[src/rtl/ahb_mainfsm.sv]
// Main control FSM for the multicycle ARM core on AHB. Memory states stretch
// on HREADY low, and a watchdog aborts a transfer that hangs too long.
module ahb_mainfsm #(
    parameter int unsigned TIMEOUT = 16
) (
    input  logic       clk,
    input  logic       reset,
    input  logic [1:0] Op,
    input  logic [5:0] Funct,
    input  logic       HREADY,
    output logic       IRWrite,
    output logic       AdrSrc,
    output logic       ALUSrcA,
    output logic [1:0] ALUSrcB,
    output logic       ALUOp,
    output logic [1:0] ResultSrc,
    output logic       NextPC,
    output logic       RegW,
    output logic       MemW,
    output logic       Branch,
    output logic       MemReq,
    output logic       InstrDone,
    output logic       BusErr,
    output logic       IllegalOp,
    output logic [3:0] State
);

    typedef enum logic [3:0] {
        FETCH  = 4'd0,
        DECODE = 4'd1,
        MEMADR = 4'd2,
        MEMRD  = 4'd3,
        MEMWB  = 4'd4,
        MEMWR  = 4'd5,
        EXECR  = 4'd6,
        EXECI  = 4'd7,
        ALUWB  = 4'd8,
        BRANCH = 4'd9
    } state_t;

    localparam int unsigned CW = (TIMEOUT < 2) ? 1 : $clog2(TIMEOUT + 1);

    state_t        cur, nxt;
    logic [CW-1:0] cnt, cnt_nxt;
    logic          memst, timeout;

    always_ff @(posedge clk or negedge reset) begin
        if (!reset) begin
            cur <= FETCH;
            cnt <= '0;
        end else begin
            cur <= nxt;
            cnt <= cnt_nxt;
        end
    end

    always_comb begin
        memst   = (cur == FETCH) || (cur == MEMRD) || (cur == MEMWR);
        timeout = (TIMEOUT != 0) && memst && !HREADY && (cnt == CW'(TIMEOUT - 1));
    end

    always_comb begin
        nxt       = cur;
        IRWrite   = 1'b0;
        AdrSrc    = 1'b0;
        ALUSrcA   = 1'b0;
        ALUSrcB   = 2'b00;
        ALUOp     = 1'b0;
        ResultSrc = 2'b00;
        NextPC    = 1'b0;
        RegW      = 1'b0;
        MemW      = 1'b0;
        Branch    = 1'b0;
        MemReq    = 1'b0;
        InstrDone = 1'b0;
        BusErr    = 1'b0;
        IllegalOp = 1'b0;
        case (cur)
            FETCH: begin
                MemReq    = 1'b1;
                ALUSrcA   = 1'b1;
                ALUSrcB   = 2'b10;
                ResultSrc = 2'b10;
                IRWrite   = HREADY;
                NextPC    = HREADY;
                if (HREADY) nxt = DECODE;
            end
            DECODE: begin
                ALUSrcA   = 1'b1;
                ALUSrcB   = 2'b10;
                ResultSrc = 2'b10;
                case (Op)
                    2'b00:   nxt = Funct[5] ? EXECI : EXECR;
                    2'b01:   nxt = MEMADR;
                    2'b10:   nxt = BRANCH;
                    default: begin
                        nxt       = FETCH;
                        IllegalOp = 1'b1;
                        InstrDone = 1'b1;
                    end
                endcase
            end
            MEMADR: begin
                ALUSrcB = 2'b01;
                nxt     = Funct[0] ? MEMRD : MEMWR;
            end
            MEMRD: begin
                MemReq = 1'b1;
                AdrSrc = 1'b1;
                if (HREADY) nxt = MEMWB;
            end
            MEMWR: begin
                MemReq    = 1'b1;
                AdrSrc    = 1'b1;
                MemW      = 1'b1;
                InstrDone = HREADY;
                if (HREADY) nxt = FETCH;
            end
            MEMWB: begin
                ResultSrc = 2'b01;
                RegW      = 1'b1;
                InstrDone = 1'b1;
                nxt       = FETCH;
            end
            EXECR: begin
                ALUOp = 1'b1;
                nxt   = ALUWB;
            end
            EXECI: begin
                ALUSrcB = 2'b01;
                ALUOp   = 1'b1;
                nxt     = ALUWB;
            end
            ALUWB: begin
                RegW      = 1'b1;
                InstrDone = 1'b1;
                nxt       = FETCH;
            end
            BRANCH: begin
                ALUSrcB   = 2'b01;
                ResultSrc = 2'b10;
                Branch    = 1'b1;
                InstrDone = 1'b1;
                nxt       = FETCH;
            end
            default: nxt = FETCH;
        endcase
        // HREADY is low whenever timeout fires, so FETCH's IRWrite/NextPC are already 0
        if (timeout) begin
            nxt    = FETCH;
            BusErr = 1'b1;
        end
        // Reset is asynchronous, so requests must drop combinationally, not on the next edge
        if (!reset) begin
            IRWrite   = 1'b0;
            NextPC    = 1'b0;
            RegW      = 1'b0;
            MemW      = 1'b0;
            Branch    = 1'b0;
            MemReq    = 1'b0;
            InstrDone = 1'b0;
            BusErr    = 1'b0;
            IllegalOp = 1'b0;
        end
    end

    always_comb begin
        if (!memst || HREADY || timeout || (nxt != cur))
            cnt_nxt = '0;
        else if (cnt < CW'(TIMEOUT))
            cnt_nxt = cnt + 1'b1;
        else
            cnt_nxt = cnt;
    end

    assign State = cur;

endmodule

[config.mk]
export PLATFORM = sky130hd
export DESIGN_NAME = ahb_mainfsm
export DESIGN_NICKNAME = d
export VERILOG_FILES = /design/src/rtl/ahb_mainfsm.sv
export SDC_FILE = /design/constraint.sdc
export NUM_CORES = 1
export LEC_CHECK = 0
export CAP_MARGIN = 20
export CORE_MARGIN = 2
export CORE_UTILIZATION = 35
export CTS_BUF_LIST = sky130_fd_sc_hd__clkbuf_8
export CTS_CLUSTER_DIAMETER = 60
export CTS_CLUSTER_SIZE = 30
export DETAILED_ROUTE_END_ITERATION = 10
export PLACE_DENSITY = 0.68
export SYNTH_ARGS = -nofsm -noshare
export SYNTH_HDL_FRONTEND = slang
export SYNTH_SLANG_ARGS = --single-unit
[constraint.sdc]
create_clock -name clk -period 3.15 [get_ports clk]
set_clock_uncertainty 0.15 [all_clocks]
set_input_delay 0.315 -clock clk [delete_from_list [all_inputs] [get_ports clk]]
set_output_delay 0.315 -clock clk [all_outputs]
set_load 0.005 [all_outputs]
==> summary.txt, run 1 <==
GRT
  • Largest net degree at the start of global routing: 18
  • M1 GR Usage: 0.209
  • Met2 Resource Use GR: 0.259
  • All-Layer GR Usage: 0.162
  • First-pass GRT wire length: between 3 and 4 mm
  • Vias in the first global route: between 600 and 700
  • Initial antenna violation count: 0
  • Met3 Use GR: 0.00893
  • Top Usage Layer GRT: met2
  • Global route overflow: 0

Timing
  • Max Clk Rate: 0.367 GHz
  • Setup TNS: 0 ps
  • Relative slew slack: 0.631
  • Tightest Pin Transition: ~550 ps
  • Crit share post-route: 0.866
  • Final Max Slew Viols: 0
  • Final Hold Viols: 0
  • RSZ-0062 raised after global routing: no
  • Post-route minimum period: about 2700 ps
  • Final setup viols: 0

Place
  • Global placer's final weighted congestion: 0.782
  • IO Port Bufs: 26
  • Dpl hpwl: roughly 1.3 mm

Clock network
  • Clock root cell: clkbuf_8
  • Clk slew on worst S/H paths: 40 ps
  • CTS sink cnt: 9
  • H-Tree Depth: 1
  • Buffer depth of the longest clock path: 2
  • TritonCTS Buffers: 3
  • CTS tree: done
  • Hold-fix buffers, CTS: 0
  • Clk_lat worst skew: ~230 ps
  • Setup bufs post-CTS: 0
  • Post-cts sizing count: 0

Layout
  • Share of cells above drive strength 1: 0.124
  • P&R area growth vs syn: 39.5%
  • Antenna Cells: 0
  • Fin nets: roughly 130
  • Layout Utilization: 0.526
  • Fill cell count: 198

Min path
  • Min-Delay Path Class: flip-flop to flip-flop

Worst setup path
  • Critical-path top delay cell: clkdlybuf4s50_1
  • Worst Path Arrival: between 2000 and 2500 ps
  • WS Path Type: input pin to output port
  • Crit end category: output port
  • Most frequent CP cell: clkdlybuf4s50_1
  • CP Cell Sequence: clkdlybuf4s50_1 > inv_1 > a21o_1 > a2111oi_1 > clkdlybuf4s50_1
  • Critical Path RT: roughly 2700 ps
  • Buf/Inv on CP: 3
  • Max FO, Critical Path: 7
  • Worst setup SP type: input pin
  • Largest stage delay on the critical path: 630 ps
  • CP top delay family: buffers and inverters

Die
  • I/O pin cnt: 31
  • Die height: about 50 um
  • # rows: 16
  • Die width: 50.2 um
  • Core area: 1980 um2
  • Die ar.: 2520 um2
  • Starting Density: 0.377

Pwr
  • Final Total Pwr: ~0.00073 W
  • Leakage: approximately 0.43 nW
  • Worst VDD drop: approximately 0.36 mV
  • Power density cells: ~700 nW/um2

Yosys
  • Most common cell in the netlist: nor2_1
  • Post-synth ARST share: 1.00
  • Synth top area share: 0.302
  • Unique masters post-synth: 40
  • Top FF cell, synth: dfrtp_1
  • Synth Register Bits: 9
  • Post-synthesis sequential area ratio: 0.302
  • Post-Syn Area: approximately 750 um2
  • Mean Syn Cell Area: between 8 and 9 um2
  • Synth area leader: dfrtp_1
  • Synth top area cells: dfrtp_1, nor2_1, nor3_1
  • Commonest cells post-synth: nor2_1, dfrtp_1, nor3_1, nand3_1
  • Ys Warns: 0
  • Post-synthesis net count: 102
  • EDFF count, synth: 0
  • Synthesized instance count: 89

Route
  • Iteration count of the initial detailed-routing pass: 3
  • Detail Route Antenna Nets: 0
  • Drt total wl: between 1.5 and 2 mm
  • Routed len/inst: 12.8 um
  • Drt drc: 0
  • Starting DRC count in detailed routing: 1
  • Via density: 5.20
  • Via count: between 700 and 800

Run status
  • Status: finished clean

Job
  • Max Cap Viol: 0
state kept, by name (all words and copies together) (netlist names):
name   cells
State      4
cnt        5
per-layer routing:
layer / up-vias / wire, um
li1: 363 / -
met1: 343 / 828
met2: 18 / 855
met3: 4 / 59
met4: 0 / 46
met5: - / 0
where the power goes:
part / internal [W] / leakage [nW] / switching [W]
sequential: 0.000142 / 0.122 / 0.0000701
combinational: 0.000224 / 0.281 / 0.000167
clock: 0.0000843 / 0.0269 / 0.0000402
total: 0.000450 / 0.430 / 0.000277
tightest hold or removal path, cell delays in order, from the launching register on:
cell     delay (ps)
dfrtp_1         350
xor2_1           80
nor2_1           80
cells by family (layout without fill, tap and decap cells):
| family | Yosys count | after routing | share of synthesized area |
|---|---|---|---|
| compound gates | 19 | 19 | 0.186 |
| xor+xnor | 4 | 4 | 0.0469 |
| fa+ha+maj | 2 | 2 | 0.0335 |
| buf+inv | 12 | 36 | 0.0938 |
| flops | 9 | 9 | 0.302 |
| mux | 3 | 3 | 0.0419 |
| simple gates | 40 | 40 | 0.297 |
cell usage in the layout, fill, tap and decap left out, types with 2 or more instances in the layout:
master,n
inv_2,2
dfrtp_1,9
a21oi_1,3
nand2b_1,3
inv_1,4
nor2_1,10
and3_1,2
clkbuf_8,3
nor2b_1,2
or3_1,2
xor2_1,2
a31oi_1,3
nand3_1,4
o21ai_0,3
a21o_1,2
mux2i_1,2
ha_1,2
clkdlybuf4s50_1,26
nand2_1,2
nor3_1,7
xnor2_1,2
per-stage QoR:
stage	hold slack, ps	area [um2]	worst slack [ps]	instances
6_report	398	1040	422	140
5_1_grt	467	1040	398	140
4_1_cts	413	1040	413	140
3_5_place_dp	404	997	417	136
3_3_place_gp	378	997	464	136
2_1_floorplan	-131	747	1400	89
final timing paths:
kind                       cells after the start        end  slack [ps]    from
setup / recovery                               5  InstrDone         420  HREADY
hold / removal                                 2     cnt[3]         400  cnt[3]
setup reg to reg                               7   State[1]        1220  cnt[0]
hold reg to reg                                2     cnt[3]         400  cnt[3]
max in group asynchronous                      2     cnt[3]        2290   reset
min in group asynchronous                      2     cnt[2]         430   reset
area by class of cell:
type | count | area, um2 | share of cell area
multi-input cells | 68 | 452 | 0.433
repair buffers | 27 | 268 | 0.257
flip-flops and latches | 9 | 225 | 0.216
clock buffers | 3 | 41.3 | 0.0396
well taps | 27 | 33.8 | 0.0324
inverters | 5 | 18.8 | 0.0180
clock inverters | 1 | 3.75 | 0.00360
No activity file was read; power rests on OpenSTA's default activity.
==> run 2: changes to the inputs <==
CORE_UTILIZATION = 47   (was 35)
PLACE_DENSITY = 0.87   (was 0.68)
==> run 2 against run 1 <==
Count of clock-buffer cells in the layout is the same. Flip-flop and latch count is the same. Global-route usage grew 3.1 points. Critical path type unchanged.
==> summary.txt, run 2 (synthesis gave the netlist of run 1 again) <==
Pwr
  • Sw Pwr: about 0.00027 W
  • Sw frac: 0.379
  • Leakage: 0.430 nW
  • Worst VDD drop: between 0.4 and 0.5 mV
  • Combinational share of power: 0.538
  • Power density cells: 704 nW/um2
  • Final Total Pwr: 0.000724 W
  • Int Pwr: 0.000450 W
  • Sequential Power Share: 0.292
  • Clock Power Share: 0.170

Route
  • Starting DRC count in detailed routing: 19
  • Iteration count of the initial detailed-routing pass: 4
  • Via count: roughly 730
  • Via density: 5.68
  • Drt total wl: 1.70 mm
  • Drt drc: 0
  • Routed len/inst: 13.2 um
  • Detail Route Antenna Nets: 0

Worst setup path
  • WS Path Type: input pin to output port
  • Max FO, Critical Path: 7
  • Worst Path Arrival: approximately 2200 ps
  • Crit end category: output port
  • Worst setup SP type: input pin
  • Critical Path RT: around 2700 ps

Timing
  • Setup slack after layout: roughly 450 ps
  • Post-route minimum period: 2700 ps
  • Max Clk Rate: 0.370 GHz
  • Relative slew slack: 0.619
  • Tightest Pin Transition: between 500 and 600 ps
  • Final setup viols: 0
  • Final Max Slew Viols: 0
  • Final Hold Viols: 0
  • Setup TNS: 0 ps
  • RSZ-0062 raised after global routing: no
  • Crit share post-route: 0.858

Clock network
  • H-Tree Depth: 1
  • Clock root cell: clkbuf_8
  • TritonCTS Buffers: 3
  • Buffer depth of the longest clock path: 2
  • Hold-fix buffers, CTS: 0
  • Post-cts sizing count: 0
  • CTS sink cnt: 9
  • CTS tree: done
  • Clk slew on worst S/H paths: 40 ps
  • Clk_lat worst skew: around 220 ps
  • Setup bufs post-CTS: 0

Layout
  • Multi-input logic area: around 450 um2
  • P&R area growth vs syn: 37.7%
  • Fill cell count: 125
  • Register Area: around 230 um2
  • Commonest non-fill, non-tap cell in the layout: clkdlybuf4s50_1
  • Fin nets: 127
  • Share of cells above drive strength 1: 0.124
  • Most frequent cells in the layout: clkdlybuf4s50_1, nor2_1, dfrtp_1
  • Max reg flops: 5
  • Top reg by flops: cnt
  • Antenna Cells: 0
  • Layout Utilization: 0.683
  • Finished Layout Cells: 129

Die
  • Starting Density: 0.496
  • # rows: 14
  • Core area: around 1500 um2
  • Die width: 43.9 um
  • Die ar.: slightly below 2000 um2
  • Die height: between 40 and 50 um
  • I/O pin cnt: 31

Place
  • Placed cell count: 125
  • Global placer's final weighted congestion: 0.828
  • IO Port Bufs: 26
  • Place WS: between 400 and 500 ps
  • Dpl hpwl: 1.33 mm

GRT
  • Largest net degree at the start of global routing: 18
  • Vias in the first global route: about 640
  • Initial antenna violation count: 0
  • Global route overflow: 0
  • All-Layer GR Usage: 0.193
  • First-pass GRT wire length: ~2.8 mm

Job
  • Max Cap Viol: 0

Min path
  • Min-Delay Path Class: flip-flop to flip-flop

Run status
  • Status: finished clean
run 2: cell counts in the layout (fill, tap and decap cells not counted):
No cell type changed its count.
run 2: metrics by stage:
step / cell area (um2) / hold WS (ps)
floorplan: 747 / -131
global placement: 983 / 367
detailed placement: 983 / 373
CTS: 1030 / 384
global route: 1030 / 439
finish: 1030 / 385
run 2: final timing paths:
check / cells past startpoint / startpoint / to / slack (ps)
worst max register to register: 7 / cnt[0] / State[1] / 1240
worst min-delay path: 2 / cnt[3] / cnt[3] / 380
worst min register to register: 2 / cnt[3] / cnt[3] / 380
min in group asynchronous: 2 / reset / State[0] / 410
max in group asynchronous: 2 / reset / cnt[4] / 2310
worst max-delay path: 5 / HREADY / InstrDone / 450
run 2: layout make-up:
| type | count | share of cell area |
|---|---|---|
| flip-flops and latches | 9 | 0.219 |
| multi-input cells | 68 | 0.439 |
| repair buffers | 27 | 0.260 |
| clock inverters | 1 | 0.00365 |
| well taps | 16 | 0.0195 |
| clock buffers | 3 | 0.0401 |
| inverters | 5 | 0.0182 |
run 2: power by group through the flow:
| stage | logic [W] | registers [W] | clock network [W] |
|---|---|---|---|
| final | 0.000390 | 0.000211 | 0.000123 |
| after global routing | 0.000427 | 0.000218 | 0.000138 |
| after CTS | 0.000392 | 0.000210 | 0.000128 |
| after detailed placement | 0.000392 | 0.000212 | 0 |
| after global placement | 0.000380 | 0.000210 | 0 |
| after floorplan | 0.000279 | 0.000163 | 0 |
run 2: routing by layer:
layer / global-route usage / wire, um / vias to the layer above
li1: - / - / 361
met1: 0.258 / 746 / 346
met2: 0.288 / 851 / 22
met3: 0.0250 / 62 / 4
met4: 0.127 / 37 / 0
met5: 0 / 0 / -
run 2: worst max-delay path: stages:
cell and delay (ps):
clkdlybuf4s50_1 620, inv_1 130, a21o_1 190, a2111oi_1 410, clkdlybuf4s50_1 570
